`src/rtl/cntry_vehicle_detector.sv`:
```
// Country-road vehicle detector: synchronises and debounces the arrival/departure
// loops, keeps a saturating waiting count and raises X while vehicles wait or the loop is stuck.

module cntry_vehicle_debounce #(
    parameter int DEB_CYC = 3
) (
    input  logic clck,
    input  logic clear,
    input  logic raw,
    output logic level
);
    localparam int DW = (DEB_CYC > 1) ? $clog2(DEB_CYC + 1) : 1;
    localparam logic [DW-1:0] DEB_LAST = DW'(DEB_CYC - 1);

    logic          s1;
    logic          s2;
    logic [DW-1:0] stab_cnt;

    always_ff @(posedge clck) begin
        if (clear) begin
            s1       <= 1'b0;
            s2       <= 1'b0;
            level    <= 1'b0;
            stab_cnt <= '0;
        end else begin
            s1 <= raw;
            s2 <= s1;
            if (s2 == level) begin
                stab_cnt <= '0;
            end else if (stab_cnt == DEB_LAST) begin
                // disagreement held for DEB_CYC cycles: accept the new level
                level    <= s2;
                stab_cnt <= '0;
            end else begin
                stab_cnt <= stab_cnt + 1'b1;
            end
        end
    end
endmodule

module cntry_vehicle_detector #(
    parameter int DEB_CYC   = 3,
    parameter int CNT_W     = 4,
    parameter int STUCK_CYC = 200
) (
    input  logic             clck,
    input  logic             clear,
    input  logic             arr_raw,
    input  logic             dep_raw,
    input  logic [1:0]       cntry,
    output logic             X,
    output logic [CNT_W-1:0] waiting,
    output logic             fault,
    output logic             ovf
);
    localparam int SW = (STUCK_CYC > 1) ? $clog2(STUCK_CYC + 1) : 1;
    localparam logic [SW-1:0]    STUCK_TC = SW'(STUCK_CYC);
    localparam logic [CNT_W-1:0] CNT_MAX  = '1;
    localparam logic [1:0]       LAMP_RED = 2'b11;

    logic             arr_lvl;
    logic             dep_lvl;
    logic             arr_lvl_d;
    logic             dep_lvl_d;
    logic             arr_pulse;
    logic             dep_pulse;
    logic [SW-1:0]    stuck_cnt;
    logic [SW-1:0]    stuck_nxt;
    logic [CNT_W-1:0] waiting_nxt;
    logic             ovf_nxt;

    cntry_vehicle_debounce #(.DEB_CYC(DEB_CYC)) u_arr_deb (
        .clck  (clck),
        .clear (clear),
        .raw   (arr_raw),
        .level (arr_lvl)
    );

    cntry_vehicle_debounce #(.DEB_CYC(DEB_CYC)) u_dep_deb (
        .clck  (clck),
        .clear (clear),
        .raw   (dep_raw),
        .level (dep_lvl)
    );

    // departures only credit a vehicle while the country lamp is not Red
    assign arr_pulse = arr_lvl & ~arr_lvl_d;
    assign dep_pulse = dep_lvl & ~dep_lvl_d & (cntry != LAMP_RED);

    always_comb begin
        waiting_nxt = waiting;
        ovf_nxt     = ovf;
        if (arr_pulse && !dep_pulse) begin
            if (waiting == CNT_MAX) begin
                ovf_nxt = 1'b1;
            end else begin
                waiting_nxt = waiting + 1'b1;
            end
        end else if (dep_pulse && !arr_pulse && (waiting != '0)) begin
            waiting_nxt = waiting - 1'b1;
        end
    end

    always_comb begin
        stuck_nxt = stuck_cnt;
        if (!arr_lvl) begin
            stuck_nxt = '0;
        end else if (stuck_cnt != STUCK_TC) begin
            stuck_nxt = stuck_cnt + 1'b1;
        end
    end

    always_ff @(posedge clck) begin
        if (clear) begin
            arr_lvl_d <= 1'b0;
            dep_lvl_d <= 1'b0;
            waiting   <= '0;
            ovf       <= 1'b0;
            stuck_cnt <= '0;
            X         <= 1'b0;
        end else begin
            arr_lvl_d <= arr_lvl;
            dep_lvl_d <= dep_lvl;
            waiting   <= waiting_nxt;
            ovf       <= ovf_nxt;
            stuck_cnt <= stuck_nxt;
            // built from next-state values so X moves on the same edge as waiting/fault
            X         <= (waiting_nxt != '0) | (stuck_nxt == STUCK_TC);
        end
    end

    assign fault = (stuck_cnt == STUCK_TC);
endmodule

```
`config.mk`:
```
export PLATFORM = sky130hd
export DESIGN_NAME = cntry_vehicle_detector
export DESIGN_NICKNAME = d
export VERILOG_FILES = /design/src/rtl/cntry_vehicle_detector.sv
export SDC_FILE = /design/constraint.sdc
export NUM_CORES = 1
export LEC_CHECK = 0
export CAP_MARGIN = 20
export CELL_PAD_IN_SITES_DETAIL_PLACEMENT = 1
export CELL_PAD_IN_SITES_GLOBAL_PLACEMENT = 1
export CORE_UTILIZATION = 44
export CTS_BUF_LIST = sky130_fd_sc_hd__clkbuf_8
export DETAILED_ROUTE_END_ITERATION = 10
export PLACE_DENSITY = 0.78
export RECOVER_POWER = 50
export SLEW_MARGIN = 20
export SYNTH_ARGS = -nofsm -noshare
export SYNTH_HDL_FRONTEND = slang
export SYNTH_SLANG_ARGS = --single-unit
```
`constraint.sdc`:
```
create_clock -name clck -period 2.6 [get_ports clck]
set_clock_uncertainty 0.1 [all_clocks]
set_input_delay 0.78 -clock clck [delete_from_list [all_inputs] [get_ports clck]]
set_output_delay 0.78 -clock clck [all_outputs]
set_load 0.005 [all_outputs]
```
==> results <==
-- what timing repair did --
action,4_1_cts,5_1_grt
setup buffers,0,0
endpoints found under the hold margin,0,0
resized for setup,0,1
setup endpoints to repair,0,1
-- cell usage after synthesis (3+ instances only) --
cell type | instances | area, sq um
nand3_1 | 6 | 30.0
a31oi_1 | 3 | 18.8
inv_1 | 10 | 37.5
a211oi_1 | 3 | 22.5
nor2_1 | 22 | 82.6
nor2b_1 | 8 | 50.1
mux2i_1 | 3 | 30.0
a21oi_1 | 4 | 20.0
xnor2_1 | 6 | 52.6
nand2_1 | 3 | 11.3
ha_1 | 6 | 75.1
xor2_1 | 3 | 26.3
dfxtp_1 | 26 | 521
nor3_1 | 3 | 15.0
-- metrics by stage --
step,setup TNS (ns),area (sq um)
after detailed placement,-0.0672,1370
after CTS,0,1440
after global placement,0,1370
final,0,1440
after floorplan,0,1200
after global routing,0,1440
-- cells in the final DEF, fill, tap and decap left out, drive strengths merged, types with 2 or more instances in the layout --
master          n
or3             2
clkdlybuf4s50  10
buf             2
nand3           6
nand2b          2
a211o           2
dfxtp          26
ha              6
nor2           22
a21oi           4
nor4b           2
inv            10
xnor2           6
a31oi           3
nor3            3
and3            3
clkbuf          5
a211oi          3
nand2           3
xor2            3
o21ai           2
o221ai          2
mux2i           3
nor2b           8
-- flip-flops by register name (all words and copies together), names as in the netlist, 2 cells and up --
name / count
stuck_cnt: 8
u_arr_deb.stab_cnt: 2
u_dep_deb.stab_cnt: 2
waiting: 4
-- final cells by class --
| type | instances | area (sq um) | share of cell area [%] |
|---|---|---|---|
| multi-input cells | 93 | 624 | 43.5 |
| flip-flops and latches | 26 | 520 | 36.2 |
| repair buffers | 16 | 145 | 10.1 |
| clock buffers | 3 | 41.3 | 2.87 |
| inverters | 10 | 37.5 | 2.61 |
| well taps | 30 | 37.5 | 2.61 |
| clock inverters | 1 | 30.0 | 2.09 |
-- how the worst max path moves through the flow --
stage                        to  depth (start not counted)          from  slack [ns]
after floorplan               X                          6      cntry[0]        0.57
after global placement        X                          7      cntry[0]       0.008
after detailed placement      X                          7      cntry[0]       -0.07
after CTS                 fault                          3  stuck_cnt[2]        0.06
after global routing          X                          7      cntry[1]        0.03
final                         X                          7      cntry[0]        0.18
-- report_power, final --
part / total, uW / internal, uW / switching [uW]
sequential: 403 / 402 / 1.47
clock: 326 / 206 / 120
combinational: 19.1 / 10.8 / 8.34
-- cells by family after synthesis --
| group | count (synthesis) | share of synthesized area, % |
|---|---|---|
| and+or+nand+nor | 56 | 25.9 |
| DFF | 26 | 43.5 |
| muxes | 3 | 2.51 |
| buffers and inverters | 13 | 4.29 |
| AOI/OAI and AO/OA | 19 | 10.9 |
| adders and majority gates | 6 | 6.28 |
| xor gates and xnor gates | 9 | 6.59 |
-- routing by layer --
layer	wire [um]	vias to the layer above	GRT usage, %
met3	61	5	3.39
met2	1160	11	33.1
met4	43	0	7.69
li1	-	487	-
met5	0	-	0
met1	1070	447	22.4
==> flow_metrics.py <==
metrics = {
    "drt": {
        "drtIter0Drc": 8,
        "routed_wl_um": 2330,
        "firstDrtPassIters": 4,
        "route.detailed.drc": 0,
        "ant_nets": 0,
        "wire_per_inst_um": 13.0,
        "vias": 950,
        "via_per_inst": 5.31,
    },
    "floorplanning": {
        "placementRows": 18,
        "fp.dieW_um": 54.1,
        "core_area_sq_um": 2520,
        "initial_utilization_pct": 47.4,
        "fp.dieArea_sq_um": 2930,
        "ioPinCount": 13,
        "die_h_um": 54.1,
    },
    "cells_and_area": {
        "fin_nets": 162,
        "area_delta_synth_final_pct": 20.1,
        "drive_gt1_share_pct": 6.04,
        "num_antenna_cells": 0,
        "fill_cells": 301,
        "utilization_pct": 56.9,
        "stdcell_count": 179,
    },
    "sta": {
        "maxSlewViolCount": 0,
        "rsz0062_at_grt": "no",
        "min_period_ns": 2.42,
        "timing.final.crit_share_pct": 92.9,
        "hold_viol": 0,
        "maxSlewHeadroom_pct": 59.3,
        "max_freq_mhz": 414,
        "worst_slew_pin_slew_ns": 0.610,
        "whs_ns": 0.321,
        "fin_ws_ns": 0.185,
        "setup_viol": 0,
    },
    "min_path": {
        "min_path_type": "reg -> reg",
        "holdPathStages": 1,
        "min_from": "u_dep_deb.stab_cnt[0]",
        "min_delay_worst_endpoint": "u_dep_deb.stab_cnt[0]",
    },
    "cts": {
        "cts_hold_buf": 0,
        "h-tree-depth": 1,
        "cts_max_path_buffers": 2,
        "cts_sinks": 26,
        "clkSlewWorstSetupHoldPaths_ns": 0.09,
        "cts_tree": "yes",
        "numCtsBuffers": 3,
        "root_buffer": "clkbuf_8",
        "clk_latency_ns": 0.27,
    },
    "yosys": {
        "syn_nets": 144,
        "ys_seq_area_share_pct": 43.5,
        "synthesis.instances": 132,
        "yosys_warnings": 0,
        "synth_ff_type": "dfxtp_1",
        "synth_area_sq_um": 1200,
        "netlist-cell-type-count": 34,
        "async_flop_share_pct": 0,
        "synth_enable_flop_cells": 0,
        "ys_ff_latch": 26,
        "synth_area_per_cell_sq_um": 9.06,
    },
    "pwr": {
        "p_leak_uw": 0.000544,
        "power_uw": 748,
        "ir_worst_vdd_uv": 435,
        "power_density_nw_per_um2": 521,
    },
    "setup_path": {
        "required_ns": 2.66,
        "path_buf_inv": 1,
        "end_kind": "register",
        "critPathKind": "in -> reg",
        "path_common_cell": "a31oi_1",
        "crit_family": "compound AO/OA/AOI/OAI gates",
        "r2r-start": "waiting[0]",
        "crit_chain": "clkdlybuf4s50_1 > nand2_1 > a21oi_1 > a31oi_1 > o221ai_1 > a31oi_1 > a211o_1",
        "start_kind": "input port",
        "regToRegEndpoint": "X",
        "crit_path_top_delay_cell": "clkdlybuf4s50_1",
        "crit_path_max_fanout": 7,
        "reg2reg_depth": 7,
        "cp.arrival_ns": 2.48,
        "r2r_setup_slack_ns": 0.36,
        "cp_slowest_stage_delay_ns": 0.47,
    },
    "global_route": {
        "overflow": 0,
        "grt_pass1_vias": 918,
        "grt_pass1_wl_um": 3890,
        "grt_max_degree": 16,
        "grt_usage_pct": 18.9,
        "antenna_found_initial": 0,
    },
    "outcome": {
        "outcome": "complete, no violations",
    },
    "placed_design": {
        "portBuffers": 12,
        "dp.cells": 175,
        "dp_hpwl_um": 1850,
        "place_congestion": 0.754,
        "pre_cts_ws_ns": -0.0672,
    },
    "flow_run": {
        "drv_cap": 0,
    },
}
No activity file was read; power rests on OpenSTA's default activity.
